==> src/rtl/condiciona_chaves.sv <==
// Player switch conditioning: 2-flop synchronisers, per-bit debounce,
// rising-edge capture into a pending set, and a two-state handshake that
// presents accumulated presses to the game engine as a single command.
module condiciona_chaves #(
  parameter int unsigned DEBOUNCE_CICLOS = 4
) (
  input  logic       clock,
  input  logic       reset,
  input  logic [5:0] chaves_brutas,
  input  logic       habilita,
  input  logic       comando_ack,
  output logic [5:0] comando,
  output logic       comando_valido,
  output logic [5:0] chaves_estaveis,
  output logic [3:0] db_descartes,
  output logic [3:0] db_estado
);

  // Counter only ever holds 0..DEBOUNCE_CICLOS-1.
  localparam int unsigned CW = (DEBOUNCE_CICLOS > 1) ? $clog2(DEBOUNCE_CICLOS) : 1;
  localparam logic [CW-1:0] LIMITE = CW'(DEBOUNCE_CICLOS - 1);

  typedef enum logic [0:0] {
    OCIOSO = 1'b0,
    VALIDO = 1'b1
  } estado_t;

  estado_t           estado, estado_next;
  logic [5:0]        sync_a, sync_b;
  logic [5:0][CW-1:0] cnt, cnt_next;
  logic [5:0]        estaveis_next;
  logic [5:0]        subida;
  logic [5:0]        pendente, pendente_next;
  logic [5:0]        mascara;
  logic [5:0]        perdidos;
  logic [3:0]        descartes_next;
  logic [4:0]        soma;
  logic              carrega, limpa;

  // Two-flop synchroniser on every raw switch bit.
  always_ff @(posedge clock or posedge reset) begin
    if (reset) begin
      sync_a <= '0;
      sync_b <= '0;
    end else begin
      sync_a <= chaves_brutas;
      sync_b <= sync_a;
    end
  end

  // Debounce: accept the synchronised level after DEBOUNCE_CICLOS consecutive mismatches.
  always_comb begin
    estaveis_next = chaves_estaveis;
    cnt_next      = '0;
    for (int unsigned i = 0; i < 6; i++) begin
      if (sync_b[i] != chaves_estaveis[i]) begin
        if (cnt[i] == LIMITE) begin
          estaveis_next[i] = sync_b[i];
        end else begin
          cnt_next[i] = cnt[i] + 1'b1;
        end
      end
    end
  end

  // Rising edge is taken from the accepting transition itself so the pending
  // bit is set on the same edge the stable level rises.
  assign subida = estaveis_next & ~chaves_estaveis;

  // Debounce state and stable levels.
  always_ff @(posedge clock or posedge reset) begin
    if (reset) begin
      cnt             <= '0;
      chaves_estaveis <= '0;
    end else begin
      cnt             <= cnt_next;
      chaves_estaveis <= estaveis_next;
    end
  end

  // Handshake FSM: next state and load/clear strobes.
  always_comb begin
    estado_next = estado;
    carrega     = 1'b0;
    limpa       = 1'b0;
    case (estado)
      OCIOSO: begin
        if (habilita && (pendente != '0)) begin
          carrega     = 1'b1;
          estado_next = VALIDO;
        end
      end
      VALIDO: begin
        if (!habilita || comando_ack) begin
          limpa       = 1'b1;
          estado_next = OCIOSO;
        end
      end
      default: estado_next = OCIOSO;
    endcase
  end

  // Pending set update and merged-press accounting; a bit being loaded this
  // cycle is free to re-arm from a simultaneous edge without counting as lost.
  always_comb begin
    mascara       = carrega ? pendente : '0;
    pendente_next = '0;
    perdidos      = '0;
    if (habilita) begin
      pendente_next = (pendente & ~mascara) | subida;
      perdidos      = subida & pendente & ~mascara;
    end
    soma = {1'b0, db_descartes};
    for (int unsigned i = 0; i < 6; i++) begin
      soma = soma + {4'b0000, perdidos[i]};
    end
    descartes_next = (soma > 5'd15) ? 4'hF : soma[3:0];
  end

  // State, pending set, presented command and discard counter registers.
  always_ff @(posedge clock or posedge reset) begin
    if (reset) begin
      estado       <= OCIOSO;
      pendente     <= '0;
      comando      <= '0;
      db_descartes <= '0;
    end else begin
      estado       <= estado_next;
      pendente     <= pendente_next;
      db_descartes <= descartes_next;
      if (carrega) begin
        comando <= pendente;
      end else if (limpa) begin
        comando <= '0;
      end
    end
  end

  assign comando_valido = (estado == VALIDO);
  assign db_estado      = {3'b000, estado};

endmodule

==> config.mk <==
export PLATFORM = sky130hd
export DESIGN_NAME = condiciona_chaves
export DESIGN_NICKNAME = d
export VERILOG_FILES = /design/src/rtl/condiciona_chaves.sv
export SDC_FILE = /design/constraint.sdc
export NUM_CORES = 1
export LEC_CHECK = 0
export BUFFER_PORTS_ARGS = -buffer_cell sky130_fd_sc_hd__buf_4
export CAP_MARGIN = 20
export CORE_MARGIN = 1
export CORE_UTILIZATION = 50
export DETAILED_ROUTE_END_ITERATION = 8
export HOLD_SLACK_MARGIN = 0.1
export PLACE_DENSITY = 0.86
export SLEW_MARGIN = 20
export SYNTH_ARGS = -nofsm -noshare
export SYNTH_HDL_FRONTEND = slang
export SYNTH_SLANG_ARGS = --single-unit
==> constraint.sdc <==
create_clock -name clock -period 2.8 [get_ports clock]
set_input_delay 0.56 -clock clock [delete_from_list [all_inputs] [get_ports clock]]
set_output_delay 0.56 -clock clock [all_outputs]
set_load 0.05 [all_outputs]
==> summary.json <==
{
  "crit_path_start": "cnt[0]",
  "timing.final.ws_setup_ns": -0.0696,
  "hold_path_class": "input pin to asynchronous set/reset pin",
  "worst_ir_drop_vdd_mv": 0.565,
  "rsz_0062_raised_after_global_routing": "true",
  "std_cell_rows": 22,
  "synth.avg_cell_area_um2": 11.5,
  "primary_ff_master_synth": "sky130_fd_sc_hd__dfrtp_1",
  "int_power_mw": 1.33,
  "violated_checks": "setup timing",
  "ant_nets": 0,
  "synthCells": 178,
  "switching_component_of_the_power_uw": 824,
  "io_pins": 31,
  "timing.critical_path.to_type": "flip-flop",
  "drc": 0,
  "total_count_of_hold_check_failures_in_the_final_report": 0,
  "grt_max_degree": 26,
  "clkTransAtPathRegs_ns": 0.08,
  "post_detailed_route_via_to_cell_ratio": 5.05,
  "synth_warnings": 0,
  "tritoncts.num_buffers": 5,
  "synth-async-reset-ratio_pct": 100,
  "drt_iter0_drc": 73,
  "seqPwrFrac_pct": 44.4,
  "postRouteWirelength_um": 3240,
  "clock_tree.htree_level_count": 2,
  "grt_overflow": 0,
  "cts_max_path_buffers": 2,
  "total_power_mw": 2.15,
  "fin_crit_sh_pct": 102,
  "combinationalPowerShare_pct": 38.4,
  "outcome": "complete, but fails checks",
  "initial_antenna_violation_count": 0,
  "placeableCoreArea_um2": 3800,
  "drtPass1Iterations": 4,
  "chipHeight_um": 65.9,
  "synth.yosys.seq_area_share_pct": 57.7,
  "ys_types": 27,
  "post_synth_edffs": 0,
  "initial_utilization_pct": 53.7,
  "report.final.setup_viol": 3,
  "clk_root_buffer_cell": "sky130_fd_sc_hd__clkbuf_8",
  "switching_share_pct": 38.3,
  "dp_cells": 257,
  "path_max_fanout": 4,
  "finalNetCount": 240,
  "die-area_um2": 4340,
  "reg2reg_to": "db_descartes[3]",
  "maxClockFrequency_mhz": 348,
  "cellPowerDensity_nw_per_um2": 878,
  "max-slew-margin-rel_pct": 65.6,
  "placement.io_buffers": 27,
  "timing_worst_slew_pin_value_ns": 0.515,
  "antenna_cells_inserted": 0,
  "placement.setup.worst_slack_ns": -0.249,
  "clock_skew_ns": 0.0108,
  "syn_area_um2": 2040,
  "tritoncts": "yes",
  "worstReg2RegStart": "cnt[0]",
  "place_congestion": 0.780,
  "detailedPlacementHpwl_um": 2460,
  "maxCapViolCount": 0,
  "grt_usage_pct": 17.7,
  "finalNonFillerCells": 265,
  "die-width_um": 65.9,
  "timing.setup.critical_path_class": "flip-flop to flip-flop",
  "share_clk_of_total_power_pct": 17.2,
  "grt_pass1_vias": 1355,
  "worstSetupStartpointType": "flip-flop",
  "setup.worst_path.end": "db_descartes[3]",
  "cp_data_arrival_time_ns": 3.05,
  "hold_buffers": 0,
  "timing_max_transition_violations_final": 0,
  "wl_per_cell_um": 12.2,
  "vias": 1339,
  "area.growth.synth_to_final_pct": 20.2,
  "latest_clock_arrival_within_the_worst_skew_pair_ns": 0.30,
  "cts.sinks": 47,
  "number_of_cells_on_the_worst_reg_to_reg_path": 11,
  "rrSetupSlack_ns": -0.07,
  "final_layout_size_suffix_gt1_share_pct": 27.2,
  "endpoint_required_time_on_the_critical_path_ns": 2.98,
  "wire_length_of_the_first_global_routing_pass_um": 5700,
  "number_of_synthesized_register_bits": 47,
  "leakagePower_nw": 1.20,
  "finalCriticalPeriod_ns": 2.87
}
==> power groups by stage <==
stage	clock, mW	combinational, mW	sequential, mW
final	0.371	0.826	0.956
after global routing	0.409	0.899	0.977
after CTS	0.383	0.838	0.957
after detailed placement	0	0.822	0.969
after global placement	0	0.795	0.959
after floorplan	0	0.311	1.23
==> Yosys cell counts, types with 2 or more instances <==
cell	instances	share of area, %
sky130_fd_sc_hd__nor2b_1	14	4.3
sky130_fd_sc_hd__nor3_1	9	2.2
sky130_fd_sc_hd__ha_1	9	5.5
sky130_fd_sc_hd__dfrtp_1	47	58
sky130_fd_sc_hd__nand2_1	10	1.8
sky130_fd_sc_hd__a21oi_1	8	2.0
sky130_fd_sc_hd__o32ai_1	6	2.6
sky130_fd_sc_hd__inv_1	18	3.3
sky130_fd_sc_hd__buf_2	2	0.49
sky130_fd_sc_hd__buf_4	4	1.5
sky130_fd_sc_hd__a2bb2oi_1	6	2.6
sky130_fd_sc_hd__clkbuf_1	2	0.37
sky130_fd_sc_hd__fa_1	4	3.9
sky130_fd_sc_hd__nor2_1	12	2.2
sky130_fd_sc_hd__and3_1	3	0.92
sky130_fd_sc_hd__o21ai_0	8	2.0
sky130_fd_sc_hd__xnor2_1	6	2.6
==> cell type report <==
type	count	area (µm²)
repair buffers	38	285
flip-flops and latches	47	1180
fillers	301	1350
inverters	18	67.6
clock buffers	7	76.3
well taps	48	60.1
multi-input cells	107	786
==> cell families (layout without fill, tap and decap cells) <==
logic type	after synthesis	in the layout	share of synthesized area (%)
adders and majority gates	13	13	9.45
other	1	3	0.184
DFF	47	47	57.7
xor gates and xnor gates	6	6	2.58
buffers and inverters	26	63	5.64
AOI/OAI and AO/OA	32	32	10.6
and+or+nand+nor	53	53	13.9
==> critical path, stage by stage, from the launching register on <==
cell	delay (ns)
sky130_fd_sc_hd__dfrtp_1	0.39
sky130_fd_sc_hd__ha_2	0.20
sky130_fd_sc_hd__nand2_2	0.08
sky130_fd_sc_hd__nor2_2	0.04
sky130_fd_sc_hd__and3_4	0.16
sky130_fd_sc_hd__fa_1	0.49
sky130_fd_sc_hd__fa_1	0.43
sky130_fd_sc_hd__fa_2	0.36
sky130_fd_sc_hd__inv_2	0.07
sky130_fd_sc_hd__fa_2	0.22
sky130_fd_sc_hd__nand3b_1	0.08
sky130_fd_sc_hd__o31a_1	0.23
==> worst min-delay path by stage <==
stage | depth (start not counted) | end | slack, ns
2_1_floorplan | 0 | sync_b[0] | 0.33
3_3_place_gp | 0 | sync_b[3] | 0.33
3_5_place_dp | 0 | sync_b[3] | 0.34
4_1_cts | 2 | pendente[2] | 0.32
5_1_grt | 2 | pendente[2] | 0.34
6_report | 2 | pendente[2] | 0.30
==> repair_timing <==
item,CTS,global route
pin swaps,4,1
endpoints found under the setup margin,4,4
gates resized for setup,7,0
setup buffers,1,0
==> per-stage QoR <==
step / area [µm²] / hold WS (ns) / util, % / setup TNS, ns
6_report: 2450 / 0.296 / 64.6 / -0.0857
3_5_place_dp: 2350 / 0.343 / 61.9 / -0.905
5_1_grt: 2450 / 0.342 / 64.6 / -0.581
2_1_floorplan: 2070 / 0.331 / - / -0.746
4_1_cts: 2450 / 0.315 / 64.6 / -0.120
3_3_place_gp: 2350 / 0.332 / 61.9 / -0.812
==> sequential cells by signal, indices dropped and copies added (netlist names) <==
signal,count
chaves_estaveis,6
cnt,12
comando,6
comando_valido,1
db_descartes,4
pendente,6
sync_a,6
sync_b,6
==> layer usage <==
| layer | global-route usage (%) | up-vias | part of all wire (%) |
|---|---|---|---|
| li1 | - | 665 | - |
| met5 | 0 | - | 0 |
| met1 | 21.7 | 642 | 47 |
| met4 | 7.34 | 0 | 1.8 |
| met3 | 3.62 | 7 | 3.5 |
| met2 | 30.2 | 25 | 48 |
==> layout by cell type, fill, tap and decap left out, drive strengths merged <==
cell type,instances
nor4,1
inv,18
a21oi,9
nand3b,1
nor3,9
o21a,1
nor2,12
nand2b,1
dfrtp,47
nand2,10
a2bb2oi,6
o32ai,6
a31oi,1
buf,38
nor2b,14
ha,9
clkbuf,7
xnor2,6
o31a,1
and2,1
conb,3
and3,4
o21ai,8
fa,4
Note: power is estimated with default switching activity, not from simulation.
